[config.mk]
export PLATFORM = sky130hd
export DESIGN_NAME = lsu_dcache_master
export DESIGN_NICKNAME = d
export VERILOG_FILES = /design/src/rtl/lsu_dcache_master.sv
export SDC_FILE = /design/constraint.sdc
export NUM_CORES = 1
export LEC_CHECK = 0
export CORE_ASPECT_RATIO = 0.6
export CORE_MARGIN = 10
export CORE_UTILIZATION = 49
export CTS_CLUSTER_SIZE = 8
export DETAILED_ROUTE_END_ITERATION = 10
export PLACE_DENSITY = 0.89
export SYNTH_ARGS = -nofsm -noshare
export SYNTH_HDL_FRONTEND = slang
export SYNTH_SLANG_ARGS = --single-unit
[constraint.sdc]
create_clock -name clk -period 4.1 [get_ports clk]
set_input_delay 0.82 -clock clk [delete_from_list [all_inputs] [get_ports clk]]
set_output_delay 0.82 -clock clk [all_outputs]
set_load 0.02 [all_outputs]
[src/rtl/lsu_dcache_master.sv]
// ---------------------------------------------------------------------------
// lsu_dcache_master
//
// Data-cache initiator for the Z480 load/store unit. It accepts one load or
// store micro-op at a time and checks its alignment. For stores it
// lane-shifts the data and builds byte strobes, then runs a single
// request/response exchange on the 64-bit dcache port. For loads it extracts
// the addressed bytes and sign- or zero-extends them. It then returns one
// tagged result to writeback. A watchdog turns a missing response into a
// timeout fault.
//
// Ports
//   clk, rst_n                 clock, asynchronous active-low reset
//   i_op_*     / o_op_ready    micro-op from execute (valid/ready)
//   o_req_*    / i_req_ready   dcache request (registered)
//   i_rsp_*    / o_rsp_ready   dcache response
//   o_res_*    / i_res_ready   tagged result to writeback (registered)
//   o_busy                     FSM is not idle
//
// Parameter
//   TIMEOUT_CYCLES             WAIT cycles without a response before a
//                              timeout fault; 0 disables the watchdog
// ---------------------------------------------------------------------------
module lsu_dcache_master #(
  parameter int unsigned TIMEOUT_CYCLES = 255
) (
  input  logic        clk,
  input  logic        rst_n,

  input  logic        i_op_valid,
  output logic        o_op_ready,
  input  logic        i_op_store,
  input  logic [1:0]  i_op_size,
  input  logic        i_op_signed,
  input  logic [63:0] i_op_addr,
  input  logic [63:0] i_op_wdata,
  input  logic [4:0]  i_op_tag,

  output logic        o_req_valid,
  input  logic        i_req_ready,
  output logic        o_req_write,
  output logic [63:0] o_req_addr,
  output logic [63:0] o_req_wdata,
  output logic [7:0]  o_req_wstrb,

  input  logic        i_rsp_valid,
  output logic        o_rsp_ready,
  input  logic [63:0] i_rsp_rdata,
  input  logic        i_rsp_fault,

  output logic        o_res_valid,
  input  logic        i_res_ready,
  output logic [63:0] o_res_data,
  output logic [4:0]  o_res_tag,
  output logic        o_res_fault,
  output logic [1:0]  o_res_cause,

  output logic        o_busy
);

  localparam logic [1:0] S_IDLE = 2'd0;
  localparam logic [1:0] S_REQ  = 2'd1;
  localparam logic [1:0] S_WAIT = 2'd2;
  localparam logic [1:0] S_RESP = 2'd3;

  localparam logic [1:0] CAUSE_NONE     = 2'd0;
  localparam logic [1:0] CAUSE_MISALIGN = 2'd1;
  localparam logic [1:0] CAUSE_BUS      = 2'd2;
  localparam logic [1:0] CAUSE_TIMEOUT  = 2'd3;

  localparam logic [31:0] LP_TIMEOUT = 32'(TIMEOUT_CYCLES);

  logic [1:0]  r_state;
  logic        r_stale;
  logic [31:0] r_wdogCnt;
  logic        r_store;
  logic [1:0]  r_size;
  logic        r_signed;
  logic [2:0]  r_off;
  logic [4:0]  r_tag;

  logic        w_opFire;
  logic        w_rspFire;
  logic        w_misaligned;
  logic [7:0]  w_byteMask;
  logic [7:0]  w_wstrb;
  logic [63:0] w_wdata;
  logic [63:0] w_shifted;
  logic [63:0] w_loadData;
  logic        w_timeoutHit;

  // Stale marks an abandoned request whose late response must still be drained.
  assign o_op_ready  = (r_state == S_IDLE) && !r_stale;
  assign o_busy      = (r_state != S_IDLE);
  assign o_rsp_ready = (r_state == S_WAIT) || r_stale;

  assign w_opFire  = i_op_valid && o_op_ready;
  assign w_rspFire = i_rsp_valid && o_rsp_ready;

  always_comb begin
    w_misaligned = 1'b0;
    w_byteMask   = 8'h01;
    case (i_op_size)
      2'd0: begin w_misaligned = 1'b0;             w_byteMask = 8'h01; end
      2'd1: begin w_misaligned = i_op_addr[0];     w_byteMask = 8'h03; end
      2'd2: begin w_misaligned = |i_op_addr[1:0];  w_byteMask = 8'h0F; end
      default: begin w_misaligned = |i_op_addr[2:0]; w_byteMask = 8'hFF; end
    endcase
  end

  // Aligned ops never carry strobes or data past bit 63, so truncation is safe.
  assign w_wstrb = w_byteMask << i_op_addr[2:0];
  assign w_wdata = i_op_wdata << {i_op_addr[2:0], 3'b000};

  assign w_shifted = i_rsp_rdata >> {r_off, 3'b000};

  always_comb begin
    w_loadData = '0;
    case (r_size)
      2'd0: w_loadData = r_signed ? {{56{w_shifted[7]}},  w_shifted[7:0]}
                                  : {56'd0, w_shifted[7:0]};
      2'd1: w_loadData = r_signed ? {{48{w_shifted[15]}}, w_shifted[15:0]}
                                  : {48'd0, w_shifted[15:0]};
      2'd2: w_loadData = r_signed ? {{32{w_shifted[31]}}, w_shifted[31:0]}
                                  : {32'd0, w_shifted[31:0]};
      default: w_loadData = w_shifted;
    endcase
  end

  // The limit is reached on the WAIT cycle that would bring the count to
  // TIMEOUT_CYCLES, so WAIT lasts exactly TIMEOUT_CYCLES empty cycles.
  assign w_timeoutHit = (LP_TIMEOUT != 32'd0) && ((r_wdogCnt + 32'd1) == LP_TIMEOUT);

  always_ff @(posedge clk or negedge rst_n) begin
    if (!rst_n) begin
      r_state     <= S_IDLE;
      r_stale     <= 1'b0;
      r_wdogCnt   <= '0;
      r_store     <= 1'b0;
      r_size      <= 2'd0;
      r_signed    <= 1'b0;
      r_off       <= 3'd0;
      r_tag       <= 5'd0;
      o_req_valid <= 1'b0;
      o_req_write <= 1'b0;
      o_req_addr  <= '0;
      o_req_wdata <= '0;
      o_req_wstrb <= '0;
      o_res_valid <= 1'b0;
      o_res_data  <= '0;
      o_res_tag   <= '0;
      o_res_fault <= 1'b0;
      o_res_cause <= CAUSE_NONE;
    end else begin
      // Stale can only be set outside WAIT, so this drain never races a live response.
      if (r_stale && w_rspFire) begin
        r_stale <= 1'b0;
      end

      case (r_state)
        S_IDLE: begin
          if (w_opFire) begin
            r_store  <= i_op_store;
            r_size   <= i_op_size;
            r_signed <= i_op_signed;
            r_off    <= i_op_addr[2:0];
            r_tag    <= i_op_tag;
            if (w_misaligned) begin
              r_state     <= S_RESP;
              o_res_valid <= 1'b1;
              o_res_data  <= '0;
              o_res_tag   <= i_op_tag;
              o_res_fault <= 1'b1;
              o_res_cause <= CAUSE_MISALIGN;
            end else begin
              r_state     <= S_REQ;
              o_req_valid <= 1'b1;
              o_req_write <= i_op_store;
              o_req_addr  <= {i_op_addr[63:3], 3'b000};
              o_req_wdata <= w_wdata;
              o_req_wstrb <= w_wstrb;
            end
          end
        end

        S_REQ: begin
          if (i_req_ready) begin
            o_req_valid <= 1'b0;
            r_wdogCnt   <= '0;
            r_state     <= S_WAIT;
          end
        end

        S_WAIT: begin
          // A response arriving on the limit cycle takes priority over the timeout.
          if (i_rsp_valid) begin
            r_state     <= S_RESP;
            o_res_valid <= 1'b1;
            o_res_tag   <= r_tag;
            o_res_fault <= i_rsp_fault;
            o_res_cause <= i_rsp_fault ? CAUSE_BUS : CAUSE_NONE;
            o_res_data  <= (i_rsp_fault || r_store) ? 64'd0 : w_loadData;
          end else if (w_timeoutHit) begin
            r_state     <= S_RESP;
            r_stale     <= 1'b1;
            o_res_valid <= 1'b1;
            o_res_tag   <= r_tag;
            o_res_fault <= 1'b1;
            o_res_cause <= CAUSE_TIMEOUT;
            o_res_data  <= '0;
          end else begin
            r_wdogCnt <= r_wdogCnt + 32'd1;
          end
        end

        default: begin
          if (i_res_ready) begin
            o_res_valid <= 1'b0;
            r_state     <= S_IDLE;
          end
        end
      endcase
    end
  end

endmodule

* Word-level counts from Yosys, hierarchy flattened
Cells that the tools add are included.
** Storage, ports and cells
- RAM bits :: 0
- Input bits :: 208
- Register bits after elaboration :: 255
- Bits in read-only memories :: 0
- Memories :: 0
- Bits in latches :: 0
- Output and inout bits :: 214
- Word-level logic and storage cells :: 112
** Operators by class
- Shifts and indexed selects :: 3
- Multiplexer cells :: 49
- Multipliers :: 0
- Equality and inequality tests :: 14
- Bitwise gates (word level) :: 2
- Add/sub/neg operators :: 1
- Divide/modulo/power cells :: 0
- Reduce and logical (&&, ||, !) cells :: 25
- $lt $le $gt $ge :: 0
** Operators with widths (number)
- 64-bit 2-to-1 mux :: 8
- 64-bit one-hot mux with 3 select lines :: 1
- 64-bit one-hot mux with 2 select lines :: 1
- 32-bit 2-to-1 mux :: 3
- 32-bit one-hot mux with 2 select lines :: 1
- 64-bit by 6-bit left shift with 64-bit output :: 1
- 64-bit by 6-bit right shift with 64-bit output :: 1
- 32-bit by 1-bit adder with 32-bit output, second input constant :: 1
- 32-bit by 8-bit == test with 1-bit output, second input constant :: 1
- 8-bit one-hot mux with 3 select lines :: 1
- 2-bit 2-to-1 mux :: 10
- 5-bit 2-to-1 mux :: 4
- 4-bit AND reduction :: 4
- 1-bit 2-to-1 mux :: 13
- 2-bit != test, second input constant :: 6
- 5-bit one-hot mux with 2 select lines :: 1
- 2-bit nonzero test :: 4
- 8-bit by 3-bit left shift with 8-bit output :: 1
- 2-bit by 1-bit == test with 1-bit output, second input constant :: 3
- 2-bit == test, second input constant :: 3
- 2-bit logical NOT :: 3
- 1-bit one-hot mux with 3 select lines :: 2
- 2-bit one-hot mux with 3 select lines :: 1
- 5-bit AND reduction :: 1
- other kinds (13) :: 19

* Depth between registers and ports, before layout
- Depth in word-level cells :: 8
- Mapped depth :: 13
- Mapped depth without buffers :: 11

* Worst setup path after synthesis
Ideal clock, no wire load.
- Path kind :: flip-flop to flip-flop
- From :: reg r_wdogCnt[1]
- To :: reg r_state[0]
- Period minus slack after synthesis :: 3.129 ns
- Arrival :: 3.004 ns
- Data required time :: 3.975 ns
- Path buffers :: 1
- Stages on the path, launching flop included :: 11
- Library setup time :: 0.125 ns
- Slack :: 0.971 ns
- Cell sequence :: dfrtp_1 > nand4_2 > or4_1 > buf_2 > nor3_4 > mux2_2 > a211oi_2 > and4_4 > nor2_2 > a211o_1 > mux2_4
** Between the ends
- Cells in the longest elaborated chain, start to end :: 4
** Ends and longest elaborated chain
- start: declaration :: RTL line 75 : logic [31:0] r_wdogCnt;
- start signal: assignment :: RTL line 212 : r_wdogCnt <= r_wdogCnt + 32'd1;
- 32-bit by 1-bit adder with 32-bit output :: RTL line 132 : assign w_timeoutHit = (LP_TIMEOUT != 32'd0) && ((r_wdogCnt + 32'd1) == LP_TIMEOUT);
- 32-bit by 8-bit == test with 1-bit output :: RTL line 132
- 3-bit != test (no line)
- 4-bit AND reduction (no line)
- end signal: assignment :: RTL line 136 : r_state <= S_IDLE;
- end signal: assignment :: RTL line 169 : r_state <= S_RESP;
- end signal: assignment :: RTL line 176 : r_state <= S_REQ;
- end: declaration :: RTL line 73 : logic [1:0] r_state;
Every way passes these cells.
A chain may end at the register's enable or synchronous reset.

* Worst setup path in the final report
- From :: reg r_wdogCnt[2]
- To :: reg r_wdogCnt[16]
** Between the ends
- Cells in the longest elaborated chain, start to end :: 4
- Elaborated cells on any way between the ends :: 7
- Classes of those cells :: 1 x add/sub; 2 x eq/ne; 3 x mux; 1 x reduce/logical
** Ends and longest elaborated chain (RTL line)
- 32-bit by 1-bit adder with 32-bit output * :: 132, 212
- 32-bit by 8-bit == test with 1-bit output or 32-bit 2-to-1 mux (tied branches) :: 132, 203
- 2-bit != test (no line) or 32-bit 2-to-1 mux (tied branches)
- 4-bit AND reduction (no line) or 32-bit one-hot mux with 2 select lines (tied branches)
Every way passes the cells marked *; elsewhere a longest branch is shown, timed or not. The select of a mux whose other input is x is not followed.

==> flow_summary.yaml <==
clock_network:
  root_buffer: "clkbuf_16"
  numCtsBuffers: 37
  clock_path_buffers: 3
  clkLatencyLatePin_ns: 0.51
  post_cts_buffers: 0
  htree_levels: 2
  clk_pin_slew_ns: 0.05
  cts.sinks: 255
  cts_tree: "built"
  cts_resized: 0
  postCtsHoldBufs: 0
global_routing:
  groute.usage.overall: 0.296
  grt_pass1_vias: 14000
  grt_antenna_before_repair: 2
  grt_pass1_wl_um: 87200
  grt.overflow.total: 0
  grt_max_degree: 114
sta:
  final_max_slew_viol_count: 0
  finalWorstSetupSlack_ns: 0.493
  tightest_slew_ns: 1.19
  period_needed_ns: 3.61
  setup_violations: 0
  max_freq_ghz: 0.277
  finalSetupTns_ns: 0
  hold_viol: 0
  hold-worst-slack_ns: 0.404
  relSlewSlack: 0.208
  rsz0062_at_grt: "false"
  finClkSkew_ns: 0.0142
  post-route-period-util: 0.880
setup_path:
  arrival_ns: 3.99
  worstSetupStartpoint: "r_wdogCnt[2]"
  cpMaxStageDelayCell: "or4_1"
  cp_num_buf_inv: 1
  critical_path.max_fanout: 21
  critPathMaxStageDelay_ns: 0.74
  reg2reg_from: "r_wdogCnt[2]"
  critPathLaunchType: "flop"
  cp_top_family: "simple AND/OR/NAND/NOR gates"
  critical_path_class: "reg2reg"
  cp.required_ns: 4.48
  path_cells: "nand4_2 > or4_1 > nor3_4 > mux2_2 > a211oi_2 > nand4_1 > nand2_1 > buf_4 > nor3_1 > o22a_1"
  cp-end-kind: "flop"
place:
  hpwl_um: 42100
  io_buffer_count: 418
  dpl_worst_slack_ns: 0.320
  place_congestion: 0.943
  dp_cells: 2231
synth:
  synth_area_um2: 14500
  yosysMostFrequentCell: "dfrtp_1"
  synthTopCellsByCount: "dfrtp_1 (255), nand2_1 (252), o21ai_0 (166), clkbuf_1 (87), mux2_2 (87)"
  synth_cells: 1502
  ys_top_cells_by_area: "dfrtp_1 (44%), mux2_2 (6.8%), nand2_1 (6.5%)"
  synth_cell_type_count: 73
  yosys.area.top_type: "dfrtp_1"
  synth_top_cell_area_share: 0.441
  async_flop_share: 1.00
  ys_ff_latch: 255
  syn_avg_cell_area_um2: 9.63
  yosysWarnings: 0
  seq_area_frac_synth: 0.441
  synth-edff-count: 0
  dominantRegCellSynth: "dfrtp_1"
detailed_routing:
  vias: 14000
  drtPass1Iterations: 6
  routed_wl_um: 57100
  drt_iter0_drc: 1752
  ant_nets: 0
  wire_per_inst_um: 25.1
  viasPerCell: 6.18
  drc_errors: 0
floorplanning:
  die_y_um: 153
  die_w_um: 242
  io_pins: 422
  core_area_um2: 28900
  design.die.area_um2: 37000
  start_util: 0.500
  rows: 48
power_and_ir_drop:
  ir_worst_vdd_uv: 537
  p_per_area_nw_per_um2: 696
  p_total_w: 0.0139
  power_leakage_nw: 8.27
cells_and_area:
  fillers: 2064
  drive_above_1_share: 0.118
  antennaDiodeCount: 0
  fin_cells: 2270
  area_delta_synth_final_pct: 37.6
  final_nets: 2084
hold_path:
  hp-class: "in2async"
run_status:
  status: "finished clean"
job:
  maxCapViolations: 0
[cells by family (layout without fill, tap and decap cells)]
family,after synthesis,after routing,synth area share
fa+ha+maj,6,6,0.00519
simple gates,473,473,0.152
compound gates,405,405,0.173
flops,255,255,0.441
mux,199,199,0.180
xor+xnor,10,10,0.00605
other cells,1,3,0.000259
buf+inv,153,519,0.0437
[registers in the layout (all words and copies together) (netlist names), 2 cells and up]
register	cells
r_size	2
o_req_addr	61
o_req_wstrb	8
o_res_data	64
r_tag	5
r_state	2
o_res_tag	5
r_wdogCnt	32
r_off	3
o_res_cause	2
o_req_wdata	64
[layout make-up]
class	count	area (µm²)	area share
Clock buffer	39	933	0.0469
Tap cell	400	500	0.0251
Timing Repair Buffer	452	4510	0.227
Sequential cell	255	6380	0.321
Multi-Input combinational cell	1096	7480	0.376
Inverter	28	105	0.00528
[path summary, 6_finish.rpt]
| check | endpoint | slack (ns) | depth (start not counted) |
|---|---|---|---|
| max in group asynchronous | o_req_addr[46] | 2.77 | 2 |
| worst min-delay path | r_wdogCnt[4] | 0.40 | 1 |
| worst min register to register | o_req_wdata[28] | 0.47 | 2 |
| worst max register to register | r_wdogCnt[16] | 0.49 | 10 |
| worst max-delay path | r_wdogCnt[16] | 0.49 | 10 |
| min in group clk | o_req_wdata[28] | 0.47 | 2 |
[cell usage in the layout, fill, tap and decap left out, drive strengths merged, types with 22 or more instances in the layout]
cell type | netlist | final
clkdlybuf4s50 | 0 | 415
dfrtp | 255 | 255
nand2 | 252 | 252
o21ai | 172 | 172
mux2 | 89 | 89
a21oi | 76 | 76
mux2i | 71 | 71
nor2 | 68 | 68
o31ai | 62 | 62
mux4 | 39 | 39
clkbuf | 88 | 39
buf | 37 | 37
nand3 | 30 | 30
a211oi | 29 | 29
inv | 27 | 27
and2 | 25 | 25
nor2b | 22 | 22
[power breakdown]
| part | total, W | internal (W) | switching (W) |
|---|---|---|---|
| logic | 0.00712 | 0.00301 | 0.00411 |
| registers | 0.00409 | 0.00340 | 0.000693 |
| clock network | 0.00265 | 0.00158 | 0.00107 |
[routing by layer]
layer	share of wire	vias up	track usage
met2	0.45	936	0.455
met5	0.00061	-	0
met4	0.042	6	0.109
met3	0.11	175	0.0931
met1	0.40	6777	0.387
li1	-	6135	-
[stage by stage]
stage	utilization	instance area [µm²]
floorplan	-	14500
global placement	0.656	19000
detailed placement	0.656	19000
CTS	0.688	19900
global route	0.688	19900
finish	0.688	19900
(Power assumes the default switching activity.)
